==> config.mk <==
export PLATFORM = sky130hd
export DESIGN_NAME = ysyx_23060072_if_stage_flat
export DESIGN_NICKNAME = d
export VERILOG_FILES = /design/src/rtl/ysyx_23060072_if_stage_pkg.sv /design/src/rtl/ysyx_23060072_if_stage_if.sv /design/src/rtl/ysyx_23060072_if_stage_bpu.sv /design/src/rtl/ysyx_23060072_if_stage.sv /design/src/flat_wrapper.sv
export SDC_FILE = /design/constraint.sdc
export NUM_CORES = 1
export LEC_CHECK = 0
export ABC_AREA = 1
export CAP_MARGIN = 10
export CELL_PAD_IN_SITES_DETAIL_PLACEMENT = 1
export CELL_PAD_IN_SITES_GLOBAL_PLACEMENT = 1
export CORE_MARGIN = 8
export CORE_UTILIZATION = 36
export DETAILED_ROUTE_END_ITERATION = 16
export PLACE_DENSITY = 0.85
export SLEW_MARGIN = 10
export SYNTH_ARGS = -nofsm -noshare
export SYNTH_HDL_FRONTEND = slang
export SYNTH_SLANG_ARGS = --single-unit
==> constraint.sdc <==
create_clock -name clk_i -period 2.9 [get_ports clk_i]
set_clock_uncertainty 0.15 [all_clocks]
set_input_delay 0.29 -clock clk_i [delete_from_list [all_inputs] [get_ports clk_i]]
set_output_delay 0.29 -clock clk_i [all_outputs]
set_load 0.02 [all_outputs]
==> src/rtl/ysyx_23060072_if_stage_pkg.sv <==
// Shared constants and types for the instruction-fetch stage.
// Includes the FSM state encoding, opcode values and the IF->ID buffer layout.
package ysyx_23060072_if_stage_pkg;

    localparam logic EN  = 1'b1;
    localparam logic DIS = 1'b0;

    localparam logic [6:0] OP_JAL    = 7'b1101111;
    localparam logic [6:0] OP_JALR   = 7'b1100111;
    localparam logic [6:0] OP_BRANCH = 7'b1100011;

    typedef enum logic [1:0] {
        S_REQ   = 2'd0,
        S_WAIT  = 2'd1,
        S_VALID = 2'd2
    } if_state_e;

    typedef struct packed {
        logic [31:0] instr;
        logic [31:0] pc;
        logic        pred;
        logic [31:0] pred_pc;
    } if_id_t;

endpackage

==> src/rtl/ysyx_23060072_if_stage_if.sv <==
// Bus bundle of the IF stage: instruction memory, EX redirect and ID handshake.
// The master side is the IF stage; the slave side is its environment.
interface ysyx_23060072_if_stage_if;

    logic        inst_req_o;
    logic [31:0] inst_addr_o;
    logic        inst_gnt_i;
    logic        inst_rvalid_i;
    logic [31:0] inst_rdata_i;
    logic        redirect_i;
    logic [31:0] redirect_pc_i;
    logic        if_valid_o;
    logic        id_ready_i;
    logic [31:0] if_instr_o;
    logic [31:0] if_pc_o;
    logic        if_pred_o;
    logic [31:0] if_pred_pc_o;

    modport master (
        output inst_req_o, inst_addr_o,
        input  inst_gnt_i, inst_rvalid_i, inst_rdata_i,
        input  redirect_i, redirect_pc_i,
        output if_valid_o,
        input  id_ready_i,
        output if_instr_o, if_pc_o, if_pred_o, if_pred_pc_o
    );

    modport slave (
        input  inst_req_o, inst_addr_o,
        output inst_gnt_i, inst_rvalid_i, inst_rdata_i,
        output redirect_i, redirect_pc_i,
        input  if_valid_o,
        output id_ready_i,
        input  if_instr_o, if_pc_o, if_pred_o, if_pred_pc_o
    );

endinterface

==> src/rtl/ysyx_23060072_if_stage_bpu.sv <==
// Static predictor: jal always taken, conditional branches taken when backward.
// jalr and everything else fall through to pc+4 and are left to EX.
module ysyx_23060072_simple_bpu
    import ysyx_23060072_if_stage_pkg::*;
(
    input  logic [31:0] instr_rdata_i,
    input  logic [31:0] instr_addr_i,
    output logic        predict_flag_o,
    output logic [31:0] predict_pc_o
);

    logic [6:0]  opcode;
    logic [31:0] imm_j;
    logic [31:0] imm_b;

    assign opcode = instr_rdata_i[6:0];

    assign imm_j = {{11{instr_rdata_i[31]}}, instr_rdata_i[31],
                    instr_rdata_i[19:12], instr_rdata_i[20],
                    instr_rdata_i[30:21], 1'b0};

    assign imm_b = {{19{instr_rdata_i[31]}}, instr_rdata_i[31],
                    instr_rdata_i[7], instr_rdata_i[30:25],
                    instr_rdata_i[11:8], 1'b0};

    always_comb begin
        predict_flag_o = DIS;
        predict_pc_o   = instr_addr_i + 32'd4;
        unique case (1'b1)
            (opcode == OP_JAL): begin
                predict_flag_o = EN;
                predict_pc_o   = instr_addr_i + imm_j;
            end
            (opcode == OP_BRANCH): begin
                // backward-taken / forward-not-taken
                predict_flag_o = instr_rdata_i[31];
                predict_pc_o   = instr_rdata_i[31] ?
                                 instr_addr_i + imm_b :
                                 instr_addr_i + 32'd4;
            end
            default: begin
                predict_flag_o = DIS;
            end
        endcase
    end

endmodule

==> src/rtl/ysyx_23060072_if_stage.sv <==
// Instruction-fetch stage: PC register, single-outstanding fetch FSM,
// static branch prediction and a one-entry buffer towards ID.
module ysyx_23060072_if_stage
    import ysyx_23060072_if_stage_pkg::*;
#(
    parameter logic [31:0] RESET_PC = 32'h8000_0000
) (
    input  logic clk_i,
    input  logic rst_n_i,
    ysyx_23060072_if_stage_if.master bus
);

    if_state_e   state_q, state_d;
    logic [31:0] pc_q, pc_d;
    logic        drop_q, drop_d;
    if_id_t      buf_q, buf_d;

    logic        bpu_flag;
    logic [31:0] bpu_pc;
    logic [31:0] pred_pc;
    logic [31:0] redir_pc;
    logic        unused_redir_lsb;

    ysyx_23060072_simple_bpu u_bpu (
        .instr_rdata_i  (bus.inst_rdata_i),
        .instr_addr_i   (pc_q),
        .predict_flag_o (bpu_flag),
        .predict_pc_o   (bpu_pc)
    );

    assign pred_pc          = bpu_flag ? bpu_pc : pc_q + 32'd4;
    assign redir_pc         = {bus.redirect_pc_i[31:2], 2'b00};
    assign unused_redir_lsb = ^bus.redirect_pc_i[1:0];

    always_comb begin
        state_d = state_q;
        pc_d    = pc_q;
        drop_d  = drop_q;
        buf_d   = buf_q;
        if (bus.redirect_i) begin
            pc_d = redir_pc;
            unique case (state_q)
                S_REQ: begin
                    if (bus.inst_gnt_i) begin
                        state_d = S_WAIT;
                        drop_d  = EN;
                    end
                end
                S_WAIT: begin
                    if (bus.inst_rvalid_i) begin
                        state_d = S_REQ;
                        drop_d  = DIS;
                    end else begin
                        drop_d  = EN;
                    end
                end
                default: state_d = S_REQ;
            endcase
        end else begin
            unique case (state_q)
                S_REQ: begin
                    if (bus.inst_gnt_i) state_d = S_WAIT;
                end
                S_WAIT: begin
                    if (bus.inst_rvalid_i) begin
                        if (drop_q) begin
                            drop_d  = DIS;
                            state_d = S_REQ;
                        end else begin
                            buf_d.instr   = bus.inst_rdata_i;
                            buf_d.pc      = pc_q;
                            buf_d.pred    = bpu_flag;
                            buf_d.pred_pc = pred_pc;
                            pc_d          = pred_pc;
                            state_d       = S_VALID;
                        end
                    end
                end
                default: begin
                    if (bus.id_ready_i) state_d = S_REQ;
                end
            endcase
        end
    end

    always_ff @(posedge clk_i) begin
        if (!rst_n_i) begin
            state_q <= S_REQ;
            pc_q    <= RESET_PC;
            drop_q  <= DIS;
            buf_q   <= '0;
        end else begin
            state_q <= state_d;
            pc_q    <= pc_d;
            drop_q  <= drop_d;
            buf_q   <= buf_d;
        end
    end

    assign bus.inst_req_o   = (state_q == S_REQ);
    assign bus.inst_addr_o  = pc_q;
    assign bus.if_valid_o   = (state_q == S_VALID);
    assign bus.if_instr_o   = buf_q.instr;
    assign bus.if_pc_o      = buf_q.pc;
    assign bus.if_pred_o    = buf_q.pred;
    assign bus.if_pred_pc_o = buf_q.pred_pc;

endmodule

==> src/flat_wrapper.sv <==
// flat-port wrapper written by rule: the top's interface ports become plain ports
module ysyx_23060072_if_stage_flat import ysyx_23060072_if_stage_pkg::*;
#(
    parameter logic [31:0] RESET_PC = 32'h8000_0000
)
  (clk_i, rst_n_i, bus_inst_req_o, bus_inst_addr_o, bus_inst_gnt_i, bus_inst_rvalid_i, bus_inst_rdata_i, bus_redirect_i, bus_redirect_pc_i, bus_if_valid_o, bus_id_ready_i, bus_if_instr_o, bus_if_pc_o, bus_if_pred_o, bus_if_pred_pc_o);
  ysyx_23060072_if_stage_if bus_i ();
  input  logic clk_i;
  input  logic rst_n_i;
  output wire logic [$bits(bus_i.inst_req_o)-1:0] bus_inst_req_o;
  output wire logic [$bits(bus_i.inst_addr_o)-1:0] bus_inst_addr_o;
  input wire logic [$bits(bus_i.inst_gnt_i)-1:0] bus_inst_gnt_i;
  input wire logic [$bits(bus_i.inst_rvalid_i)-1:0] bus_inst_rvalid_i;
  input wire logic [$bits(bus_i.inst_rdata_i)-1:0] bus_inst_rdata_i;
  input wire logic [$bits(bus_i.redirect_i)-1:0] bus_redirect_i;
  input wire logic [$bits(bus_i.redirect_pc_i)-1:0] bus_redirect_pc_i;
  output wire logic [$bits(bus_i.if_valid_o)-1:0] bus_if_valid_o;
  input wire logic [$bits(bus_i.id_ready_i)-1:0] bus_id_ready_i;
  output wire logic [$bits(bus_i.if_instr_o)-1:0] bus_if_instr_o;
  output wire logic [$bits(bus_i.if_pc_o)-1:0] bus_if_pc_o;
  output wire logic [$bits(bus_i.if_pred_o)-1:0] bus_if_pred_o;
  output wire logic [$bits(bus_i.if_pred_pc_o)-1:0] bus_if_pred_pc_o;
  assign bus_inst_req_o = bus_i.inst_req_o;
  assign bus_inst_addr_o = bus_i.inst_addr_o;
  assign bus_i.inst_gnt_i = bus_inst_gnt_i;
  assign bus_i.inst_rvalid_i = bus_inst_rvalid_i;
  assign bus_i.inst_rdata_i = bus_inst_rdata_i;
  assign bus_i.redirect_i = bus_redirect_i;
  assign bus_i.redirect_pc_i = bus_redirect_pc_i;
  assign bus_if_valid_o = bus_i.if_valid_o;
  assign bus_i.id_ready_i = bus_id_ready_i;
  assign bus_if_instr_o = bus_i.if_instr_o;
  assign bus_if_pc_o = bus_i.if_pc_o;
  assign bus_if_pred_o = bus_i.if_pred_o;
  assign bus_if_pred_pc_o = bus_i.if_pred_pc_o;
  ysyx_23060072_if_stage #(.RESET_PC(RESET_PC)) u_core (.clk_i(clk_i), .rst_n_i(rst_n_i), .bus(bus_i));
endmodule
==> metrics.txt <==
count of input and output buffers=between 150 and 200; Clk Latency, worst-skew pair=0.43 ns; Final min period=2.760 ns; Global Route met1 Usage=39.85%; most frequent cells in the layout=417 x nand2_1, 200 x inv_1, 194 x clkdlybuf4s50_1; slew margin rel.=40.45%; VDD IR max=between 300 and 400 uV; setup ws final=0.1401 ns; Setup crit end kind=register; Worst Hold Class=primary input to register; CTS tree=done; area of the mapped netlist=0.009419 sq mm; Final #Nets=2017; post-detailed-route count of antenna-violating nets=0; Net Sw Power=2.086 mW; Peak Freq=0.3623 GHz; design area=0.01352 sq mm; Initial Utilization=between 30% and 40%; pre-CTS setup slack=-0.2913 ns; warnings from Yosys=0; Max-Cap Viols=0; startpoint types=register; Arrival @ worst endpoint=2.93 ns; maximum root-to-sink buffer count=2; leak pwr=6.448 nW; sequential share of the synthesized area=27.42%; Die H=177.8 um; power per cell area=430.7 mW/mm^2; # setup viols final=0; n_diodes=0; Clock Sink Count=129; Tightest Pin Transition=around 0.89 ns; Post-synth EDFFs=0; cell taking the most area after synthesis=dfxtp_1; synthesis-to-layout area growth=43.54%; Clock transition at path regs=around 0.080 ns; commonest non-fill, non-tap cell in the layout=nand2_1; Total GRT Usage=29.72%; clock power share=40.4%; Vias=12.24k; # H-tree levels=4; RSZ-0062 raised after global routing=no; GR peak layer=met2; num ports=201; initial antenna violation count=0; Final HPWL DP=38150 um; cell chain of the critical path=ha_1 -> fa_1 -> nand2_1 -> nand3_1 -> nand3_1 -> nand2_1 -> nand2_1 -> nand2_1 -> nand2_1 -> nand2_1 -> o21ai_0 -> nand3_1 -> nand2_1 -> nand2_1 -> nand2_1 -> inv_1; Pins Over Slew Limit=0; Detailed Routing Iterations Pass 1=5; Async SR Flop Fraction=0%; Gate power share=between 20% and 30%; met2 usage=roughly half; Yosys reg bits=~130; Seq pwr share=33.0%; post-synth cell types=51; sw frac=35.82%; M3 GR Usage=3.681%; synth top area cells=dfxtp_1 27%, nand2_1 17%, inv_1 8.0%; GRT overflow=0; Primary FF master, synth=dfxtp_1; CP required=3.07 ns; Die Area=0.03160 sq mm; Post-CTS Setup Bufs=0; Starting DRT DRC Count=904; Post-Route WL=47710 um; Hold Vio Cnt, Final=0; core area=0.02591 sq mm; CP most frequent cell=nand2_1; largest net degree at the start of global routing=97; Tcrit/Tclk final=95.17%; P_int=roughly 3.7 mW; first-pass GRT wire length=approximately 73000 um; wire per inst=21.22 um; root buffer cell=clkbuf_16; Syn Area/Cell=~6.0 sq um; RD Place Congestion=0.9479; CP max stage delay=slightly below 0.4 ns; vias in the first global route=12.62k; status=completed; slowest stage cell, crit path=fa_1; kind of critical path=register to register; Post-route DRC=0; share of cells above drive strength 1=a little over an eighth; Max Fanout on Critical Path=4; total CTS buffers=17; routed vias/inst=5.444; row cnt=59; Yosys top cell area share=27.42%; die width=177.8 um; post-route setup TNS=0 ns; cells after synthesis=approximately 1.6k; Placed Area=0.01285 sq mm
## flip-flops by register name, summed over array words and instances, names as in the netlist
signal / flops
u_core.state_q: 2
u_core.drop_q: 1
u_core.bus.inst_addr_o: 31
u_core.bus.if_pc_o: 31
u_core.bus.if_pred_o: 1
u_core.bus.if_instr_o: 32
u_core.bus.if_pred_pc_o: 31
## cells by family (layout without fill, tap and decap cells)
| family | after synthesis | after routing | synth area share (%) |
|---|---|---|---|
| buf+inv | 260 | 604 | 10.64 |
| compound gates | 332 | 332 | 18.53 |
| other cells | 1 | 3 | 0.03981 |
| fa+ha+maj | 46 | 46 | 6.270 |
| xor+xnor | 17 | 17 | 1.581 |
| simple gates | 783 | 783 | 35.52 |
| flops | 129 | 129 | 27.42 |
## worst paths after layout
check	slack, ns	end	depth (start not counted)	startpoint
setup / recovery	0.14	u_core.bus.inst_addr_o[15]	16	u_core.bus.inst_addr_o[1]
hold / removal	0.15	u_core.bus.if_pred_pc_o[5]	3	rst_n_i
setup reg to reg	0.14	u_core.bus.inst_addr_o[15]	16	u_core.bus.inst_addr_o[1]
hold reg to reg	0.32	u_core.bus.if_pred_pc_o[5]	2	u_core.bus.if_pred_pc_o[5]
## metrics by stage
stage / cells / utilization (%) / hold slack, ns / power [mW]
floorplan: 1570 / - / 0.2749 / 2.666
global placement: 2217 / 49.59 / 0.3003 / 3.411
detailed placement: 2217 / 49.59 / 0.3136 / 3.457
CTS: 2249 / 51.96 / 0.1119 / 5.798
global route: 2249 / 52.18 / 0.1516 / 6.023
finish: 2249 / 52.18 / 0.1452 / 5.823
## layer usage
| layer | part of all wire [%] | wire (um) |
|---|---|---|
| met3 | 5.9 | 2834 |
| met4 | 2.6 | 1261 |
| met1 | 45 | 21620 |
| met5 | 0 | 0 |
| met2 | 46 | 22000 |
## cell usage after synthesis (5+ instances only)
master,instances
nor2_1,166
nand3b_1,6
nand4_1,23
nand2_1,420
buf_1,5
xor2_1,12
o21bai_1,5
nor2_2,5
o21ai_1,14
dfxtp_1,129
inv_2,11
buf_2,9
or2_2,5
a21oi_1,133
nor3_1,33
o21ai_0,149
xnor2_1,5
inv_1,200
nand3_1,104
o211ai_1,5
clkbuf_1,30
ha_1,44
a31oi_1,9
## power by group through the flow
stage	combinational [mW]	clock (mW)	sequential, mW
after floorplan	0.650	0	2.02
after global placement	1.46	0	1.95
after detailed placement	1.51	0	1.95
after CTS	1.53	2.36	1.91
after global routing	1.67	2.43	1.92
final	1.55	2.35	1.92
## critical path, delay by kind of cell, from the launching register on
family / cells / cell delay (ns)
DFF: 1 / 0.35
adders and majority gates: 2 / 0.62
AOI/OAI and AO/OA: 1 / 0.24
buffers and inverters: 1 / 0.04
and+or+nand+nor: 12 / 1.25
## cell type report
| class | count | area (sq um) |
|---|---|---|
| tap | 335 | 419.2 |
| timing repair buffer | 360 | 3211 |
| sequential | 129 | 2595 |
| clock buffer | 17 | 425.4 |
| multi-input combinational | 1181 | 5887 |
| inverter | 212 | 795.8 |
| clock inverter | 15 | 187.7 |
| fill | 3456 | 12390 |
## what timing repair did
| item | in CTS | in global routing |
|---|---|---|
| hold buffers | 0 | 0 |
| setup endpoints to repair | 2 | 27 |
| pin swaps | 0 | 0 |
| gates resized for setup | 1 | 22 |
Power figures use the tool's default switching activity.
